--- src/rtl/dot_motion.sv ---
// Flappy dot position engine: prescaled motion steps with gravity, flap impulse,
// floor/ceiling clamping, x wrap with lap counting and a timed respawn hold.
module dot_motion #(
    parameter int X_W         = 8,
    parameter int Y_W         = 7,
    parameter int X_MAX       = 160,
    parameter int Y_MAX       = 119,
    parameter int Y_START     = 59,
    parameter int V_W         = 4,
    parameter int GRAVITY     = 1,
    parameter int FLAP_V      = 3,
    parameter int V_MAX       = 4,
    parameter int STEP_DIV    = 4,
    parameter int RESPAWN_CYC = 8
) (
    input  logic           dot_clk,
    input  logic           reset,
    input  logic           up,
    input  logic           collided,
    input  logic           keep_moving,
    output logic [X_W-1:0] dot_x_cord,
    output logic [Y_W-1:0] dot_y_cord,
    output logic [V_W-1:0] dot_vel,
    output logic           reset_col,
    output logic [7:0]     lap_count,
    output logic           respawning
);

    localparam int PW = (STEP_DIV > 1) ? $clog2(STEP_DIV) : 1;
    localparam int RW = (RESPAWN_CYC > 1) ? $clog2(RESPAWN_CYC) : 1;

    localparam logic [PW-1:0]         STEP_LAST = PW'(STEP_DIV - 1);
    localparam logic [RW-1:0]         RESP_LAST = RW'(RESPAWN_CYC - 1);
    localparam logic [X_W-1:0]        X_LAST    = X_W'(X_MAX);
    localparam logic [Y_W-1:0]        Y_SPAWN   = Y_W'(Y_START);
    localparam logic [Y_W-1:0]        Y_FLOOR   = Y_W'(Y_MAX);
    localparam logic [V_W-1:0]        FLAP_VEL  = V_W'(-FLAP_V);
    localparam logic signed [V_W+1:0] GRAV_S    = (V_W+2)'(GRAVITY);
    localparam logic signed [V_W+1:0] V_MAX_S   = (V_W+2)'(V_MAX);
    localparam logic signed [Y_W+1:0] Y_MAX_S   = (Y_W+2)'(Y_MAX);

    typedef enum logic [1:0] {S_READY, S_RUN, S_FREEZE, S_RESPAWN} state_t;

    state_t          state;
    logic [PW-1:0]   presc;
    logic [RW-1:0]   resp_cnt;
    logic            up_q;
    logic            flap_latch;

    logic                   step;
    logic                   flap_edge;
    logic                   flap_pending;
    logic signed [V_W+1:0]  vel_grav;
    logic [V_W-1:0]         vel_next;
    logic signed [Y_W+1:0]  y_sum;
    logic [Y_W-1:0]         y_step;
    logic [V_W-1:0]         vel_step;

    // Candidate motion for the next step; only committed on a RUN step.
    // NOTE: every always_comb output gets a default first so no path leaves it unassigned (no latch).
    always_comb begin
        step         = (presc == STEP_LAST);
        flap_edge    = up & ~up_q;
        flap_pending = flap_latch | flap_edge;
        vel_grav     = {{2{dot_vel[V_W-1]}}, dot_vel} + GRAV_S;
        if (flap_pending)
            vel_next = FLAP_VEL;
        else if (vel_grav > V_MAX_S)
            vel_next = V_MAX_S[V_W-1:0];
        else
            vel_next = vel_grav[V_W-1:0];
        y_sum    = $signed({2'b00, dot_y_cord}) + $signed({{(Y_W+2-V_W){vel_next[V_W-1]}}, vel_next});
        y_step   = y_sum[Y_W-1:0];
        vel_step = vel_next;
        if (y_sum[Y_W+1]) begin
            y_step   = '0;
            vel_step = '0;
        end else if (y_sum > Y_MAX_S) begin
            y_step   = Y_FLOOR;
            vel_step = '0;
        end
    end

    // NOTE: sequential state uses non-blocking assignments so every flop samples pre-edge values.
    always_ff @(posedge dot_clk or posedge reset) begin
        if (reset) begin
            state      <= S_READY;
            presc      <= '0;
            resp_cnt   <= '0;
            up_q       <= 1'b0;
            flap_latch <= 1'b0;
            dot_x_cord <= '0;
            dot_y_cord <= Y_SPAWN;
            dot_vel    <= '0;
            reset_col  <= 1'b1;
            lap_count  <= '0;
            respawning <= 1'b0;
        end else begin
            up_q      <= up;
            presc     <= step ? '0 : presc + PW'(1);
            reset_col <= 1'b1;
            if (flap_edge)
                flap_latch <= 1'b1;

            case (state)
                S_READY: begin
                    if (flap_edge)
                        state <= S_RUN;
                end
                S_RUN: begin
                    if (step) begin
                        if (collided) begin
                            state      <= S_RESPAWN;
                            dot_x_cord <= '0;
                            dot_y_cord <= Y_SPAWN;
                            dot_vel    <= '0;
                            reset_col  <= 1'b0;
                            resp_cnt   <= '0;
                            flap_latch <= 1'b0;
                            respawning <= 1'b1;
                        end else if (!keep_moving) begin
                            state <= S_FREEZE;
                        end else if (dot_x_cord == X_LAST) begin
                            // Wrap outranks a pending flap, which stays latched.
                            dot_x_cord <= '0;
                            reset_col  <= 1'b0;
                            lap_count  <= lap_count + 8'd1;
                        end else begin
                            dot_x_cord <= dot_x_cord + X_W'(1);
                            dot_y_cord <= y_step;
                            dot_vel    <= vel_step;
                            flap_latch <= 1'b0;
                        end
                    end
                end
                S_FREEZE: begin
                    if (step && keep_moving)
                        state <= S_RUN;
                end
                S_RESPAWN: begin
                    flap_latch <= 1'b0;
                    if (step) begin
                        if (resp_cnt == RESP_LAST) begin
                            state      <= S_READY;
                            respawning <= 1'b0;
                        end else begin
                            resp_cnt <= resp_cnt + RW'(1);
                        end
                    end
                end
                default: state <= S_READY;
            endcase
        end
    end

endmodule

--- config.mk ---
export PLATFORM = sky130hd
export DESIGN_NAME = dot_motion
export DESIGN_NICKNAME = d
export VERILOG_FILES = /design/src/rtl/dot_motion.sv
export SDC_FILE = /design/constraint.sdc
export NUM_CORES = 1
export LEC_CHECK = 0
export ABC_AREA = 1
export BUFFER_PORTS_ARGS = -buffer_cell sky130_fd_sc_hd__buf_4
export CAP_MARGIN = 20
export CORE_UTILIZATION = 30
export CTS_BUF_LIST = sky130_fd_sc_hd__clkbuf_4
export CTS_CLUSTER_SIZE = 20
export DETAILED_ROUTE_END_ITERATION = 10
export PLACE_DENSITY = 0.45
export SLEW_MARGIN = 25
export SYNTH_ARGS = -nofsm -noshare
export SYNTH_HDL_FRONTEND = slang
export SYNTH_SLANG_ARGS = --single-unit
--- constraint.sdc ---
create_clock -name dot_clk -period 3.2 [get_ports dot_clk]
set_input_delay 0.32 -clock dot_clk [delete_from_list [all_inputs] [get_ports dot_clk]]
set_output_delay 0.32 -clock dot_clk [all_outputs]
set_load 0.02 [all_outputs]
==> flow_metrics.py, run 1 <==
metrics = {
    "sta": {
        "final.setup_skew_ns": 0.005817,
        "relSlewSlack_pct": 66.75,
        "setup_viol": 0,
        "worst_slack_ns": 0.3180,
        "fmax_mhz": 347.0,
        "fin_crit_ns": 2.882,
        "grt_setup_unrepaired": "yes",
        "min_period_over_period_pct": 90.06,
        "hold_viol": 0,
        "worst_hold_slack_ns": 0.07544,
        "worstMarginPinSlew_ns": 0.4987,
        "drv_slew": 0,
    },
    "cts": {
        "cts_made_buffers": 5,
        "path_clk_slew_ns": 0.12,
        "clk_path_buf_depth": 2,
        "clockRootBuffer": "clkbuf_4",
        "cts_tree": "built",
        "clk_latency_ns": 0.35,
        "h-tree-depth": 2,
        "cts.sinks": 38,
    },
    "final_layout": {
        "drive_gt1_share_pct": 20.77,
        "fin_area_um2": 2805,
        "synthToLayoutAreaGrowth_pct": 18.62,
        "fill_cells": 831,
        "final_cell_mix": "nand2_1, inv_1, buf_4",
        "fin_cells": 439,
        "antenna_cells": 0,
        "final_common_cell": "nand2_1",
        "layout.nets": 359,
    },
    "detailed_routing": {
        "wl_um": 5267,
        "wl_per_cell_um": 12.00,
        "dr.pass1.iters": 4,
        "drc": 0,
        "drt_iter0_drc": 78,
        "vias": 2006,
        "routed_via_density": 4.569,
        "detail-route-antenna-nets": 0,
    },
    "worst_setup_path": {
        "cp-startpoint": "dot_vel[0]",
        "timing_worst_setup_path_type": "reg -> reg",
        "max_stage_delay_ns": 0.44,
        "cp.buffers_inverters": 1,
        "crit_top_cell": "nand2_1",
        "cp_top_family": "simple AND/OR/NAND/NOR gates",
        "cp.arrival_ns": 3.16,
        "reg2reg_from": "dot_vel[0]",
        "critical_path_depth": 18,
        "crit_path_end_kind": "flip-flop",
        "reg2regPathDepth": 18,
        "cp_cell_sequence": "ha_1, xor2_1, inv_1, nor2_1, o21ai_1, nand2_1, nand2_1, ha_1, fa_1, nand3_1, nand2_1, nand2_1, nand2_1, nor2_1, nand3_1, nand2_1, nand2_1, a21oi_1",
        "critPathLaunchType": "flip-flop",
        "cp.required_ns": 3.48,
        "cpMaxStageDelayCell": "dfrtp_1",
        "worstPathMaxFanout": 5,
    },
    "power_and_ir_drop": {
        "ir_drop_uv": 289.2,
        "power_mw": 2.177,
        "p_per_area_nw_per_um2": 775.9,
        "power.leakage_nw": 1.531,
    },
    "floorplanning": {
        "num_rows": 32,
        "die-width_um": 90.79,
        "die_y_um": 90.79,
        "core_area_um2": 7687,
        "fp.dieArea_um2": 8242,
        "io_pins": 34,
        "initial_core_util_pct": 30.76,
    },
    "placed_design": {
        "placed_cell_area_um2": 2736,
        "place.gp.congestion": 0.8006,
        "portBuffers": 33,
        "post-place-ws_ns": 0.2619,
        "dp_cells": 430,
        "dp_hpwl_um": 4137,
    },
    "synthesis": {
        "synth_cell_type_count": 37,
        "yosysSeqAreaShare_pct": 40.53,
        "synth_area_leaders": "dfrtp_1, nand2_1, ha_1",
        "synthAdderAreaFrac_pct": 9.841,
        "syn_area_per_cell_um2": 8.016,
        "netlist.area_leader.share_pct": 33.86,
        "synth_area_um2": 2365,
        "ys_ff_latch": 38,
        "synth-xor-area-share_pct": 3.704,
        "syn-instance-count": 295,
        "synth_area_leader_cell": "dfrtp_1",
        "synth_top_family_by_area": "simple AND/OR/NAND/NOR gates",
        "synthMuxAreaShare_pct": 0.4762,
        "synth_compound_area_share_pct": 11.90,
        "synth_warnings": 0,
        "syn_nets": 318,
        "synth-simple-area-share_pct": 26.24,
    },
    "grt": {
        "grt_overflow_total": 0,
        "grt_max_degree": 39,
        "grt_pass1_wl_um": 9377,
        "antenna_found_initial": 0,
        "grt_usage_pct": 14.27,
        "grt_pass1_vias": 1978,
    },
    "status": {
        "status": "finished clean",
    },
    "run": {
        "maxCapViolations": 0,
    },
    "worst_hold_path": {
        "min_path_type": "in -> async",
    },
}
-- tightest hold or removal path, cell delays in order --
cell   delay [ns]
buf_4        0.10
inv_1        0.04
buf_4        0.42
-- worst paths after layout --
check	slack (ns)	end
worst min-delay path	0.08	lap_count[2]
worst max register to register	0.32	dot_y_cord[5]
min in group dot_clk	0.08	up_q
max in group asynchronous	2.75	dot_vel[1]
worst min register to register	0.44	presc[0]
worst max-delay path	0.32	dot_y_cord[5]
-- Yosys cell counts, drive strengths merged --
library cell  number
nand2             82
inv               40
dfrtp             32
nor2              29
a21oi             22
nand3             18
ha                17
o21ai             16
xor2               7
dfstp              6
nand4              4
xnor2              3
a311oi             2
a32o               2
buf                2
o21bai             2
a21boi             1
a22oi              1
a2bb2oi            1
clkinv             1
fa                 1
mux2               1
nand3b             1
nor3               1
o211ai             1
o21a               1
or2                1
-- final cells by class --
class                      count  area [um^2]  share of cell area [%]
multi-input combinational    214         1240                   44.20
tap                          102        127.6                   4.549
clock inverter                 2        8.758                  0.3122
inverter                      41        153.9                   5.486
timing repair buffer          36        270.3                   9.634
clock buffer                   6        45.04                   1.606
sequential                    38        959.7                   34.21
-- state kept, by name, summed over array words and instances (netlist names), 2 cells and up --
signal,flops
state,2
presc,2
resp_cnt,3
lap_count,8
dot_y_cord,7
dot_x_cord,8
dot_vel,4
-- per-stage QoR --
stage | utilization (%) | TNS, ns
detailed placement | 35.60 | 0
finish | 36.49 | 0
global route | 36.49 | -0.04197
CTS | 36.30 | 0
global placement | 35.60 | 0
floorplan | - | 0
-- routing by layer --
layer / track usage, % / vias up / part of all wire [%]
met5: 0 / - / 0
met4: 3.968 / 0 / 1.3
met3: 2.946 / 6 / 4.0
met2: 23.86 / 35 / 46
met1: 18.60 / 926 / 49
li1: - / 1039 / -
-- report_power, final --
part           internal, mW  switching (mW)  total [mW]
clock network        0.0912           0.166       0.257
registers             0.604           0.122       0.726
logic                 0.447           0.746        1.19
total                  1.14            1.03        2.18
-- kinds of logic (layout without fill, tap and decap cells) --
logic type	Yosys count	after routing
adders and majority gates	18	18
AOI/OAI and AO/OA	49	49
xor gates and xnor gates	10	10
buffers and inverters	43	85
and+or+nand+nor	136	136
DFF	38	38
muxes	1	1
-- what timing repair did --
action	4_1_cts	5_1_grt
setup endpoints to repair	0	9
setup buffers	0	1
resized for setup	0	4
hold buffers	0	0
hold endpoints to repair	0	0
Power figures use the tool's default switching activity.
==> run 2, diff against run 1 <==
--- a/config.mk
+++ b/config.mk
@@ -8,11 +8,12 @@
 export ABC_AREA = 1
 export BUFFER_PORTS_ARGS = -buffer_cell sky130_fd_sc_hd__buf_4
 export CAP_MARGIN = 20
-export CORE_UTILIZATION = 30
+export CORE_UTILIZATION = 50
 export CTS_BUF_LIST = sky130_fd_sc_hd__clkbuf_4
 export CTS_CLUSTER_SIZE = 20
 export DETAILED_ROUTE_END_ITERATION = 10
-export PLACE_DENSITY = 0.45
+export PLACE_DENSITY = 0.69
+export RECOVER_POWER = 25
 export SLEW_MARGIN = 25
 export SYNTH_ARGS = -nofsm -noshare
 export SYNTH_HDL_FRONTEND = slang
==> run 2 against run 1 <==
The flow now finishes with violations (DRC, capacitance limit, slew limit). Utilization rose by 26 points. Global-route usage rose by 7.0 points. Hold slack improved by 0.054 ns. Register-to-register slack improved by 0.05 ns. Critical path type unchanged. Critical endpoint is now dot_y_cord[4]. Sequential cell count did not move.
==> flow_metrics.py, run 2 (same netlist as run 1, synthesis figures left out) <==
metrics = {
    "status": {
        "status": "finished with violations",
        "violations": "DRC, capacitance limit, slew limit",
    },
    "detailed_routing": {
        "dr.pass1.iters": 7,
        "routed_via_density": 5.237,
        "vias": 2032,
        "detail-route-antenna-nets": 0,
        "drt_iter0_drc": 138,
        "drc": 4,
        "wl_um": 4925,
        "wl_per_cell_um": 12.69,
    },
    "worst_setup_path": {
        "crit_path_end_kind": "flip-flop",
        "timing_worst_setup_path_type": "reg -> reg",
        "worstPathMaxFanout": 5,
        "cp.required_ns": 3.48,
        "critPathLaunchType": "flip-flop",
        "cp.arrival_ns": 3.11,
    },
    "final_layout": {
        "antenna_cells": 0,
        "fin_area_um2": 2756,
        "final_common_cell": "nand2_1",
        "final_cell_mix": "nand2_1, inv_1, dfrtp_1, buf_4",
        "layout.nets": 358,
        "largestRegisters": "dot_x_cord: 8 flops, lap_count: 8 flops, dot_y_cord: 7 flops",
        "fill_cells": 404,
        "drive_gt1_share_pct": 20.24,
        "synthToLayoutAreaGrowth_pct": 16.56,
    },
    "sta": {
        "fin_crit_ns": 2.836,
        "grt_setup_unrepaired": "no",
        "relSlewSlack_pct": -36.48,
        "setup_viol": 0,
        "tns_ns": 0,
        "final.setup_skew_ns": 0.01927,
        "hold_viol": 0,
        "fmax_mhz": 352.6,
        "worstMarginPinSlew_ns": 2.047,
        "min_period_over_period_pct": 88.62,
        "drv_slew": 39,
    },
    "floorplanning": {
        "num_rows": 24,
        "initial_core_util_pct": 53.21,
        "core_area_um2": 4444,
        "die-width_um": 70.77,
        "fp.dieArea_um2": 5008,
        "io_pins": 34,
        "die_y_um": 70.77,
    },
    "cts": {
        "clk_path_buf_depth": 2,
        "cts_made_buffers": 5,
        "clk_latency_ns": 0.34,
        "h-tree-depth": 2,
        "postCtsSetupBuffers": 0,
        "ctsHoldBuffers": 0,
        "cts_tree": "built",
        "post_cts_resized": 0,
        "cts.sinks": 38,
        "clockRootBuffer": "clkbuf_4",
        "path_clk_slew_ns": 0.12,
    },
    "grt": {
        "grt_usage_pct": 21.31,
        "antenna_found_initial": 0,
        "grt_pass1_vias": 1868,
        "grt_pass1_wl_um": 8445,
        "grt_overflow_total": 0,
        "grt_max_degree": 39,
    },
    "placed_design": {
        "placed_cell_area_um2": 2674,
        "place.gp.congestion": 0.9069,
        "portBuffers": 33,
        "dp_hpwl_um": 3785,
    },
    "run": {
        "maxCapViolations": 1,
    },
    "power_and_ir_drop": {
        "ir_drop_uv": 458.2,
        "power_mw": 2.253,
        "p_per_area_nw_per_um2": 817.4,
        "power.leakage_nw": 1.529,
    },
    "worst_hold_path": {
        "min_path_type": "in -> reg",
    },
}
## run 2: stage by stage
step / setup slack, ns / hold WS [ns] / util, % / instances
after global placement: 0.3532 / 0.4158 / 60.16 / 380
after floorplan: 0.4831 / 0.3514 / - / 295
after global routing: 0.09434 / 0.1116 / 62.02 / 388
after detailed placement: 0.2834 / 0.4157 / 60.16 / 380
after CTS: 0.2652 / 0.08786 / 61.94 / 388
final: 0.3641 / 0.1295 / 62.02 / 388
## run 2: metal layers
| layer | GRT usage, % | share of wire (%) | routed length (um) |
|---|---|---|---|
| met1 | 30.03 | 47 | 2332 |
| met2 | 33.65 | 47 | 2331 |
| met3 | 4.558 | 4.3 | 210 |
| met4 | 5.556 | 1.0 | 51 |
| met5 | 0 | 0 | 0 |
## run 2: layout make-up
| type | count | area [um^2] | share of cell area, % |
|---|---|---|---|
| multi-input combinational | 214 | 1241 | 45.03 |
| tap | 52 | 65.06 | 2.360 |
| clock inverter | 2 | 33.78 | 1.226 |
| clock buffer | 6 | 45.04 | 1.634 |
| sequential | 38 | 958.4 | 34.77 |
| timing repair buffer | 35 | 259.0 | 9.396 |
| inverter | 41 | 153.9 | 5.583 |
## run 2: final timing paths
kind | depth (start not counted) | slack, ns | to | start
max in group asynchronous | 3 | 1.31 | state[0] | reset
worst min-delay path | 1 | 0.13 | up_q | up
worst max register to register | 18 | 0.36 | dot_y_cord[4] | dot_vel[1]
worst min register to register | 1 | 0.44 | presc[0] | presc[0]
worst max-delay path | 18 | 0.36 | dot_y_cord[4] | dot_vel[1]
min in group asynchronous | 3 | 0.71 | dot_vel[2] | reset
## run 2: critical path, stage by stage (launching register included)
cell,delay (ns)
dfrtp_1,0.44
ha_1,0.22
xor2_1,0.13
inv_1,0.06
nor2_1,0.08
o21ai_1,0.10
nand2_1,0.07
nand2_1,0.06
ha_1,0.23
fa_2,0.39
nand3_1,0.12
nand2_1,0.07
nand2_1,0.06
nand2_1,0.06
nor2_1,0.10
nand3_1,0.10
nand2_1,0.14
nand2_1,0.14
a21oi_1,0.18
## run 2: report_power, final
group	internal, mW	switching, mW	leakage (nW)
combinational	0.449	0.752	1.00
clock	0.171	0.163	0.0433
sequential	0.604	0.114	0.481
==> run 3, diff against run 2 <==
--- a/config.mk
+++ b/config.mk
@@ -6,8 +6,8 @@
 export NUM_CORES = 1
 export LEC_CHECK = 0
 export ABC_AREA = 1
-export BUFFER_PORTS_ARGS = -buffer_cell sky130_fd_sc_hd__buf_4
-export CAP_MARGIN = 20
+export BUFFER_PORTS_ARGS = -buffer_cell sky130_fd_sc_hd__buf_2
+export CORE_ASPECT_RATIO = 1.1
 export CORE_UTILIZATION = 50
 export CTS_BUF_LIST = sky130_fd_sc_hd__clkbuf_4
 export CTS_CLUSTER_SIZE = 20
==> run 3 against run 2 <==
The run now ends clean. Critical endpoint unchanged. Critical path type unchanged. Global-route usage is 0.26 points lower. Setup slack got worse by 0.083 ns. Utilization down 2.0 points. Highest routed layer unchanged.
==> flow_metrics.py, run 3 (same netlist as run 1, synthesis figures left out) <==
metrics = {
    "status": {
        "status": "finished clean",
    },
    "grt": {
        "grt_max_degree": 21,
        "grt_usage_pct": 21.05,
        "grt_overflow_total": 0,
        "grt_pass1_wl_um": 7990,
        "grt_pass1_vias": 1850,
        "antenna_found_initial": 0,
    },
    "power_and_ir_drop": {
        "power_mw": 2.098,
        "ir_drop_uv": 378.8,
        "p_per_area_nw_per_um2": 792.3,
        "power.leakage_nw": 1.503,
    },
    "sta": {
        "drv_slew": 0,
        "hold_viol": 0,
        "worstMarginPinSlew_ns": 1.045,
        "min_period_over_period_pct": 91.21,
        "tns_ns": 0,
        "fin_crit_ns": 2.919,
        "relSlewSlack_pct": 30.34,
        "fmax_mhz": 342.6,
        "setup_viol": 0,
        "grt_setup_unrepaired": "no",
        "final.setup_skew_ns": 0.008406,
    },
    "placed_design": {
        "dp_hpwl_um": 3626,
        "place.gp.congestion": 0.9067,
        "portBuffers": 33,
    },
    "detailed_routing": {
        "wl_per_cell_um": 11.92,
        "drc": 0,
        "dr.pass1.iters": 4,
        "wl_um": 4637,
        "detail-route-antenna-nets": 0,
        "vias": 2009,
        "drt_iter0_drc": 118,
        "routed_via_density": 5.165,
    },
    "worst_setup_path": {
        "cp.required_ns": 3.46,
        "cp_cell_sequence": "ha_1, xor2_1, inv_1, nor2_1, o21ai_0, nand2_1, nand2_1, ha_1, fa_2, nand3_1, nand2_1, nand2_1, nand2_1, nor2_1, nand3_1, nand2_2, nand2_1, a21oi_1",
        "r2r_end": "dot_y_cord[4]",
        "timing_worst_setup_path_type": "reg -> reg",
        "cpMaxStageDelayCell": "dfrtp_1",
        "cp.arrival_ns": 3.18,
        "worstPathMaxFanout": 5,
        "reg2regPathDepth": 18,
        "critPathLaunchType": "flip-flop",
        "cp-startpoint": "dot_vel[0]",
        "max_stage_delay_ns": 0.44,
        "crit_top_cell": "nand2_1",
        "rrSetupSlack_ns": 0.28,
        "reg2reg_from": "dot_vel[0]",
        "crit_path_end_kind": "flip-flop",
    },
    "cts": {
        "cts_made_buffers": 5,
        "clockRootBuffer": "clkbuf_4",
        "ctsHoldBuffers": 0,
        "h-tree-depth": 2,
        "clk_path_buf_depth": 2,
        "clk_latency_ns": 0.34,
        "path_clk_slew_ns": 0.11,
        "postCtsSetupBuffers": 0,
        "cts.sinks": 38,
        "cts_tree": "built",
    },
    "floorplanning": {
        "die_y_um": 74.13,
        "die-width_um": 67.57,
        "num_rows": 25,
        "fp.dieArea_um2": 5009,
        "initial_core_util_pct": 53.62,
        "core_area_um2": 4410,
        "io_pins": 34,
    },
    "final_layout": {
        "final_common_cell": "nand2_1",
        "drive_gt1_share_pct": 20.60,
        "antenna_cells": 0,
        "synthToLayoutAreaGrowth_pct": 11.96,
        "final_cell_mix": "nand2_1, inv_1, buf_2",
        "layout.nets": 358,
        "largestRegisters": "dot_x_cord: 8 flops, lap_count: 8 flops, dot_y_cord: 7 flops",
    },
    "run": {
        "maxCapViolations": 0,
    },
    "worst_hold_path": {
        "min_path_type": "in -> async",
    },
}
## run 3: worst max-delay path, delay by kind of cell (launching register included)
kind	cells	cell delay, ns
buffers and inverters	1	0.08
xor gates and xnor gates	1	0.13
DFF	1	0.44
and+or+nand+nor	11	1.04
adders and majority gates	3	0.85
AOI/OAI and AO/OA	2	0.32
## run 3: routing by layer
| layer | up-vias | wire [um] | global-route usage, % |
|---|---|---|---|
| met5 | - | 0 | 0 |
| met1 | 920 | 2205 | 27.57 |
| met4 | 0 | 45 | 5.674 |
| met2 | 50 | 2196 | 35.53 |
| li1 | 1034 | - | - |
| met3 | 5 | 190 | 3.834 |
## run 3: worst max path at each step
stage                    end  slack (ns)  depth (start not counted)
2_1_floorplan     dot_vel[1]        0.48                         18
3_3_place_gp   dot_y_cord[5]        0.31                         18
3_5_place_dp   dot_y_cord[4]        0.27                         18
4_1_cts           dot_vel[1]        0.24                         18
5_1_grt        dot_y_cord[4]        0.04                         19
6_report       dot_y_cord[4]        0.28                         18
## run 3: area by class of cell
class                      instances  area (um^2)
clock inverter                     2        10.01
fill                             393         1763
inverter                          41        153.9
sequential                        38        958.4
clock buffer                       5        37.54
tap                               54        67.56
multi-input combinational        214         1244
timing repair buffer              35        176.4
## run 3: where the power goes
part	switching, mW	internal [mW]	total [mW]
clock	0.151	0.0791	0.230
sequential	0.112	0.603	0.716
combinational	0.746	0.406	1.15
## run 3: repair_timing
action,in CTS,in global routing
resized for setup,0,4
hold endpoints to repair,0,0
endpoints found under the setup margin,0,5
## run 3: stage by stage
step | area, um^2 | hold WS (ns) | util [%] | worst slack, ns | std cells
global placement | 2594 | 0.4134 | 58.81 | 0.3127 | 382
detailed placement | 2594 | 0.4159 | 58.81 | 0.2702 | 382
global route | 2648 | 0.07543 | 60.03 | 0.03800 | 389
floorplan | 2365 | 0.3514 | - | 0.4831 | 295
CTS | 2641 | 0.08670 | 59.89 | 0.2407 | 389
finish | 2648 | 0.06082 | 60.03 | 0.2812 | 389
